File: src/rtl/cpu_pkg.sv
// Shared definitions for the instruction memory / program loader slice.
// Holds the loader state encoding, the memory geometry constants and the
// instruction field offsets used by the control unit decoder.
package cpu_pkg;

  localparam int unsigned IW    = 9;
  localparam int unsigned AW    = 8;
  localparam int unsigned DEPTH = 256;

  // Instruction layout: {opcode[2:0], ra1[1:0], ra2[1:0], wa[1:0]}
  localparam int unsigned OP_LSB  = 6;
  localparam int unsigned OP_W    = 3;
  localparam int unsigned RA1_LSB = 4;
  localparam int unsigned RA2_LSB = 2;
  localparam int unsigned WA_LSB  = 0;
  localparam int unsigned REG_W   = 2;

  typedef enum logic [1:0] {
    S_IDLE  = 2'd0,
    S_LOAD  = 2'd1,
    S_READY = 2'd2,
    S_RUN   = 2'd3
  } state_t;

endpackage

File: src/rtl/imem_array.sv
// DEPTH x IW instruction storage.
// Ports:
//   clk   - write clock
//   we    - write enable (commits on rising edge)
//   waddr - write address
//   wdata - write data
//   raddr - asynchronous read address
//   rdata - asynchronous read data
// Contents are never cleared; the loader masks unwritten words.
module imem_array #(
  parameter int unsigned DEPTH = 256,
  parameter int unsigned AW    = 8,
  parameter int unsigned IW    = 9
) (
  input  logic          clk,
  input  logic          we,
  input  logic [AW-1:0] waddr,
  input  logic [IW-1:0] wdata,
  input  logic [AW-1:0] raddr,
  output logic [IW-1:0] rdata
);

  logic [IW-1:0] mem [DEPTH];

  always_ff @(posedge clk) begin
    if (we) mem[waddr] <= wdata;
  end

  assign rdata = mem[raddr];

endmodule

File: src/rtl/imem_loader.sv
// Instruction memory with a streaming program loader.
// A host streams IW-bit words over ld_valid/ld_ready; the control unit
// fetches combinationally via pc. Words at or past prog_len read as 0
// with instr_valid low.
// Ports:
//   clk, reset          - clock, asynchronous active-high reset
//   start_load          - begin a new load (from idle/ready)
//   ld_valid/ld_data/ld_last, ld_ready - load stream handshake
//   run_req, cpu_done, run - execution control
//   pc, instr, instr_valid - fetch port
//   prog_len            - loaded word count (0..DEPTH)
//   overflow            - sticky: memory filled before ld_last
//   csum                - XOR of loaded words
// Build option: define IMEM_CHECKSUM_EN to build the checksum register;
// otherwise csum is tied to 0.
module imem_loader #(
  parameter int unsigned DEPTH = cpu_pkg::DEPTH,
  parameter int unsigned AW    = cpu_pkg::AW,
  parameter int unsigned IW    = cpu_pkg::IW
) (
  input  logic          clk,
  input  logic          reset,
  input  logic          start_load,
  input  logic          ld_valid,
  input  logic [IW-1:0] ld_data,
  input  logic          ld_last,
  output logic          ld_ready,
  input  logic          run_req,
  input  logic          cpu_done,
  output logic          run,
  input  logic [AW-1:0] pc,
  output logic [IW-1:0] instr,
  output logic          instr_valid,
  output logic [AW:0]   prog_len,
  output logic          overflow,
  output logic [IW-1:0] csum
);

  import cpu_pkg::*;

  localparam int unsigned LW = AW + 1;

  state_t        state;
  logic [AW-1:0] wr_ptr;
  logic          accept;
  logic [IW-1:0] rd_word;

  // ld_ready is a pure state decode, so accept has no path back to ld_ready.
  assign ld_ready = (state == S_LOAD);
  assign run      = (state == S_RUN);
  assign accept   = ld_ready && ld_valid;

  always_ff @(posedge clk or posedge reset) begin
    if (reset) begin
      state    <= S_IDLE;
      wr_ptr   <= '0;
      prog_len <= '0;
      overflow <= 1'b0;
    end else begin
      case (state)
        S_IDLE, S_READY: begin
          if (start_load) begin
            state    <= S_LOAD;
            wr_ptr   <= '0;
            prog_len <= '0;
            overflow <= 1'b0;
          end else if (state == S_READY && run_req && prog_len != '0) begin
            state <= S_RUN;
          end
        end
        S_LOAD: begin
          if (accept) begin
            // At the last slot prog_len naturally rolls to DEPTH and wr_ptr wraps.
            wr_ptr   <= wr_ptr + AW'(1);
            prog_len <= prog_len + LW'(1);
            if (ld_last) begin
              state <= S_READY;
            end else if (wr_ptr == AW'(DEPTH - 1)) begin
              state    <= S_READY;
              overflow <= 1'b1;
            end
          end
        end
        S_RUN: begin
          if (cpu_done) state <= S_READY;
        end
        default: state <= S_IDLE;
      endcase
    end
  end

`ifdef IMEM_CHECKSUM_EN
  always_ff @(posedge clk or posedge reset) begin
    if (reset) begin
      csum <= '0;
    end else if ((state == S_IDLE || state == S_READY) && start_load) begin
      csum <= '0;
    end else if (accept) begin
      csum <= csum ^ ld_data;
    end
  end
`else
  assign csum = '0;
`endif

  imem_array #(
    .DEPTH (DEPTH),
    .AW    (AW),
    .IW    (IW)
  ) u_array (
    .clk   (clk),
    .we    (accept),
    .waddr (wr_ptr),
    .wdata (ld_data),
    .raddr (pc),
    .rdata (rd_word)
  );

  assign instr_valid = ({1'b0, pc} < prog_len);
  assign instr       = instr_valid ? rd_word : '0;

endmodule

File: config.mk
export PLATFORM = sky130hd
export DESIGN_NAME = imem_loader
export DESIGN_NICKNAME = d
export VERILOG_FILES = /design/src/rtl/cpu_pkg.sv /design/src/rtl/imem_array.sv /design/src/rtl/imem_loader.sv
export SDC_FILE = /design/constraint.sdc
export NUM_CORES = 2
export LEC_CHECK = 0
export BUFFER_PORTS_ARGS = -buffer_cell sky130_fd_sc_hd__buf_4
export CORE_MARGIN = 4
export CORE_UTILIZATION = 50
export CTS_BUF_LIST = sky130_fd_sc_hd__clkbuf_4
export DETAILED_ROUTE_END_ITERATION = 6
export PLACE_DENSITY_LB_ADDON = 0.08
export SLEW_MARGIN = 25
export SYNTH_ARGS = -nofsm -noshare
export SYNTH_HDL_FRONTEND = slang
export SYNTH_SLANG_ARGS = --single-unit
File: constraint.sdc
create_clock -name clk -period 2.8 [get_ports clk]
set_clock_uncertainty 0.2 [all_clocks]
set_input_delay 0.14 -clock clk [delete_from_list [all_inputs] [get_ports clk]]
set_output_delay 0.14 -clock clk [all_outputs]
set_load 0.05 [all_outputs]
Word level (Yosys, flattened, before mapping)
Memory sizes are Yosys's and may differ from the RTL's.
Index checks and enable logic that the tools add are counted.

cells by class
  $add $sub $neg = 2
  magnitude comparators = 1
  equality and inequality tests = 11
  muxes and demuxes = 21
  reduce and logical (&&, ||, !) cells = 10

operators by type and width
  cell                 number
  $mux 9               3
  $pmux 9 s2           1
  $mux 8               2
  $pmux 8 s2           1
  $mux 2               6
  $add 9x1->9 const B  1
  $lt 8x9->1           1
  $reduce_bool 9->1    1
  $add 8x1->8 const B  1
  $eq 8x8->1 const B   1
  $mux 1               6
  $ne 2x2->1 const B   3
  $pmux 2 s3           1
  $reduce_and 5->1     1
  $eq 2x2->1 const B   2
  $ne 2x1->1 const B   2
  $reduce_and 4->1     1
  $logic_and 1x1->1    3
  $ne 3x2->1 const B   1
  $ne 3x3->1 const B   1
  $reduce_and 3->1     1
  $eq 2x1->1 const B   1
  $logic_not 2->1      1
  $pmux 1 s2           1
  2 further kinds      2

storage, ports and cells
  register bits = 20
  memory bits (writable) = 2304
  output and inout bits = 31
  memories kept = 1

memories
  memory       depth  bits a word  rd ports  clocked after Yosys merged registers in  wr ports  line              text
  u_array.mem  256    9            1         0                                        1         imem_array.sv:23  logic [IW-1:0] mem [DEPTH];

Logic depth before layout (Yosys ltp)
  depth after elaboration = 6
  mapped depth = 12

Modules after synthesis
A second synthesis with hierarchy kept.

second synthesis, totals
  cells, all modules = 4395
  area total of the unflattened synthesis = 90558.1 µm²

by module, submodules not included
  module       times used  cells an instance  area an instance (µm²)  seq. area each (µm²)
  imem_array   1           4228               89098.0                 69186.4
  imem_loader  1           167                1460.2                  500.5

Worst setup path after synthesis
No wires, ideal clock.

  path kind = reg-to-output
  start point = register prog_len[4]
  end point = output instr[0]
  arrival = 3333 ps
  required time = 2460 ps
  slack = -873 ps
  stages on the path, launching flop included = 10
  path buffers = 0
  cells stage by stage = dfrtp_1 > inv_1 > ha_1 > a21o_1 > a21o_1 > a21oi_1 > o21ai_1 > a21oi_1 > o21ai_1 > o32ai_1

on the way
  longest elaborated chain between the ends = 2

RTL lines
  what                      line                text
  start: declaration        imem_loader.sv:34   output logic [AW:0] prog_len,
  start signal: assignment  imem_loader.sv:75   prog_len <= prog_len + LW'(1);
  $lt 8x9->1                imem_loader.sv:119  assign instr_valid = ({1'b0, pc} < prog_len);
  $mux 9                    imem_loader.sv:120  assign instr = instr_valid ? rd_word : '0;
  end: declaration          imem_loader.sv:32   output logic [IW-1:0] instr,

No other way between the ends.

Worst setup path in the final report
  start point = memory u_array.mem[101][5]
  end point = output instr[5]

on the way
  longest elaborated chain between the ends = 2

RTL lines
  what                line
  start: declaration  imem_array.sv:23
  $mem_v2 256x9       --
  $mux 9              imem_loader.sv:120

No other way between the ends.

==> impl_results.md <==
* Status: finished with violations
* Failing checks: setup timing
* Design Area, Final at 111,000 µm²
* Synth Instances at 4,815
* Req. time, crit path at 2.46 ns
* Number of synthesized flops with an enable pin at 2,304
* Setup total negative slack at -11.44 ns
* Peak Freq at 244 MHz
* Max cap viols at 0
* DRT iter0 DRCs at 5,278
* Fin crit period at 4.10 ns
* Clock buffer depth at 4
* Crit start category: flip-flop
* Peak VDD IR at 567 µV
* Ys flop type: edfxtp_1
* Dpl hpwl at 164,000 µm
* # H-tree levels at 6
* Layout Nets at 6,150
* Slowest CP cell: o221ai_1
* Cell variety after synth at 64
* CTS Root Buffer Type: clkbuf_4
* LEAKAGE at 0.0381 µW
* Area Growth Syn to Fin at 20.4%
* Async set-reset flop share out of synthesis at 0.00861
* Final hold violation count at 0
* Mapped cell area at 91,800 µm²
* Die area at 191,000 µm²
* All-Layer GR Usage at 0.267
* Die Y at 437 µm
* Worst-path fanout max at 2
* CORE AREA at 183,000 µm²
* CTS tree: built
* Fillers at 13,800
* Worst setup margin at -1.30 ns
* Crit path top cell by count: buf_6
* Port Buffer Count at 45
* Placer's final routability congestion estimate at 0.878
* Final core occ at 0.605
* Worst path cell trace: mux2i_1 -> o221ai_1 -> a21oi_1 -> a211oi_2 -> and3_4 -> nand4_1 -> buf_6 -> o32ai_4 -> buf_6
* Yosys warning count at 0
* Kind of critical path: flip-flop to primary output
* Vias after detailed routing at 52,100
* ANT nets after route at 0
* Vias in the first global route at 53,200
* Slew margin rel. at 0.406
* Die Span X at 437 µm
* Final period util at 1.46
* Clock latency at the later pin of the worst-skew pair at 1.36 ns
* Tightest Pin Transition at 0.887 ns
* Register area share after synthesis at 0.759
* Initial DRT Pass Iterations at 6
* GR peak layer: met2
* Initial antenna violation count at 14
* Global-route wire length before repair at 369,000 µm
* Max incr delay on CP at 0.37 ns
* Final setup vio count at 10
* RSZ-0062 raised after global routing: yes
* Met1 Use GR at 0.368
* Worst-path clk slew at 0.07 ns
* Share of cells above drive strength 1 at 0.367
* Vias/cell at 5.82
* DR WL/cell at 28.5 µm
* GRT met3 Usage at 0.0513
* CTS sink count at 2,324
* Kind of end point of the critical path: primary output
* Layout Cells excl Fill at 8,956
* Power per cell area at 652 nW/µm²
* CTS buffer count at 614
* Seq cells post-synth at 2,324
* Mapped Avg Cell Area at 19.1 µm²
* Total overflow reported by the global router at 0
* WL final at 255,000 µm
* Met2 Resource Use GR at 0.430
* Critical Path AT at 3.76 ns
* Slew Limit Fails at 0
* I/O pin count at 55
* Total power at 72,100 µW
* Placed Area at 102,000 µm²
* Largest net degree at the start of global routing at 89
* Hold WC Path Type: primary input to flip-flop
* Initial core utilization at 0.502
* Worst R2R Setup Slack at 0.22 ns
* Row count at 157
* Dpl cells at 7,915
* Number of remaining DRC errors at 0
-- area by class of cell --
cell class	count	area, µm²	share of cell area
sequential	2324	69700	0.630
multi-input combinational	2172	21300	0.192
timing repair buffer	987	9130	0.0826
clock buffer	886	6650	0.0602
tap	2464	3080	0.0279
clock inverter	105	651	0.00589
inverter	14	60.1	0.000543
antenna	4	10.0	0.0000905
-- worst max-delay path, delay by kind of cell (launching register included) --
family	cells	cell delay, ns
muxes	1	0.10
DFF	1	0.33
AOI/OAI and AO/OA	4	1.08
and+or+nand+nor	2	0.44
buffers and inverters	2	0.42
-- power breakdown --
part | total (µW) | switching (µW) | internal, µW
sequential | 38400 | 53.3 | 38300
clock | 28500 | 13300 | 15200
combinational | 5280 | 3230 | 2050
-- stage by stage --
stage | hold WS [ns] | worst slack (ns)
detailed placement | 0.149 | -1.14
global route | 0.162 | -1.45
global placement | 0.155 | -1.14
CTS | 0.0804 | -1.44
finish | 0.238 | -1.30
floorplan | -0.0964 | -0.0807
-- final timing paths --
| kind | startpoint | to | cells after the start |
|---|---|---|---|
| max | u_array.mem[101][5] | instr[5] | 9 |
| min | ld_data[8] | u_array.mem[96][8] | 4 |
| max reg2reg | state[1] | u_array.mem[108][3] | 6 |
| min reg2reg | prog_len[7] | prog_len[7] | 2 |
| max in group asynchronous | reset | prog_len[4] | 6 |
| min in group asynchronous | reset | wr_ptr[2] | 6 |
-- sequential cells by signal (all words and copies together), names as in the netlist --
signal	flops
wr_ptr	8
u_array.mem	2304
state	2
overflow	1
prog_len	9
-- kinds of logic (layout without fill, tap and decap cells) --
kind of cell,after synthesis,after routing,synth area share
flops,2324,2324,0.759
mux,862,862,0.134
simple gates,670,670,0.0332
compound gates,605,606,0.0483
buf+inv,328,1992,0.0231
fa+ha+maj,13,13,0.00177
xor+xnor,12,12,0.00114
other cells,1,13,0.0000408
-- metal layers --
layer	share of wire	up-vias
met3	0.074	380
met2	0.49	2255
met1	0.41	26700
met4	0.030	4
li1	-	22800
met5	0.000086	-
-- cell usage in the layout (no fill, tap or decap), drive strengths merged, types with 7 or more instances in the layout --
| cell | n |
|---|---|
| dlygate4sd3 | 37 |
| a21oi | 96 |
| and3 | 10 |
| o221a | 8 |
| inv | 28 |
| o22ai | 80 |
| nand2 | 69 |
| mux2i | 569 |
| clkbuf | 886 |
| conb | 9 |
| nor2b | 8 |
| xnor2 | 7 |
| o32ai | 18 |
| bufinv | 9 |
| a211oi | 41 |
| mux4 | 292 |
| dfrtp | 20 |
| clkinv | 81 |
| edfxtp | 2304 |
| nor2 | 357 |
| ha | 13 |
| a2111oi | 8 |
| o2111ai | 8 |
| o221ai | 231 |
| o31a | 8 |
| buf | 950 |
| and2 | 24 |
| nand3 | 34 |
| o22a | 8 |
| nor3 | 98 |
| o21ai | 88 |
| nor4 | 27 |
| nand4 | 24 |
-- cells in the mapped netlist, types with 10 or more instances --
cell / number / share of area
nor4_1: 19 / 0.0013
buf_8: 10 / 0.0016
nand2_1: 69 / 0.0028
a21oi_1: 96 / 0.0052
buf_12: 14 / 0.0031
o221ai_1: 223 / 0.021
inv_1: 13 / 0.00053
mux2i_1: 569 / 0.062
dfrtp_1: 20 / 0.0054
ha_1: 13 / 0.0018
nor3_1: 97 / 0.0053
and2_1: 24 / 0.0016
buf_6: 47 / 0.0058
o22ai_1: 79 / 0.0054
o32ai_1: 18 / 0.0017
nand4_1: 24 / 0.0016
buf_4: 34 / 0.0028
nand3_1: 34 / 0.0019
nor2_1: 357 / 0.015
and3_1: 10 / 0.00068
clkbuf_1: 127 / 0.0052
buf_2: 53 / 0.0029
mux4_2: 292 / 0.072
a211oi_1: 40 / 0.0033
buf_1: 28 / 0.0011
edfxtp_1: 2304 / 0.75
o21ai_0: 81 / 0.0044
-- timing repair --
action / in CTS / in global routing
setup buffers: 9 / 3
gates resized for setup: 132 / 53
setup endpoints to repair: 10 / 10
pin swaps: 55 / 48
endpoints found under the hold margin: 4648 / 20
gates cloned: 1 / 0
hold buffers: 46 / 1
Note: power is estimated with default switching activity, not from simulation.
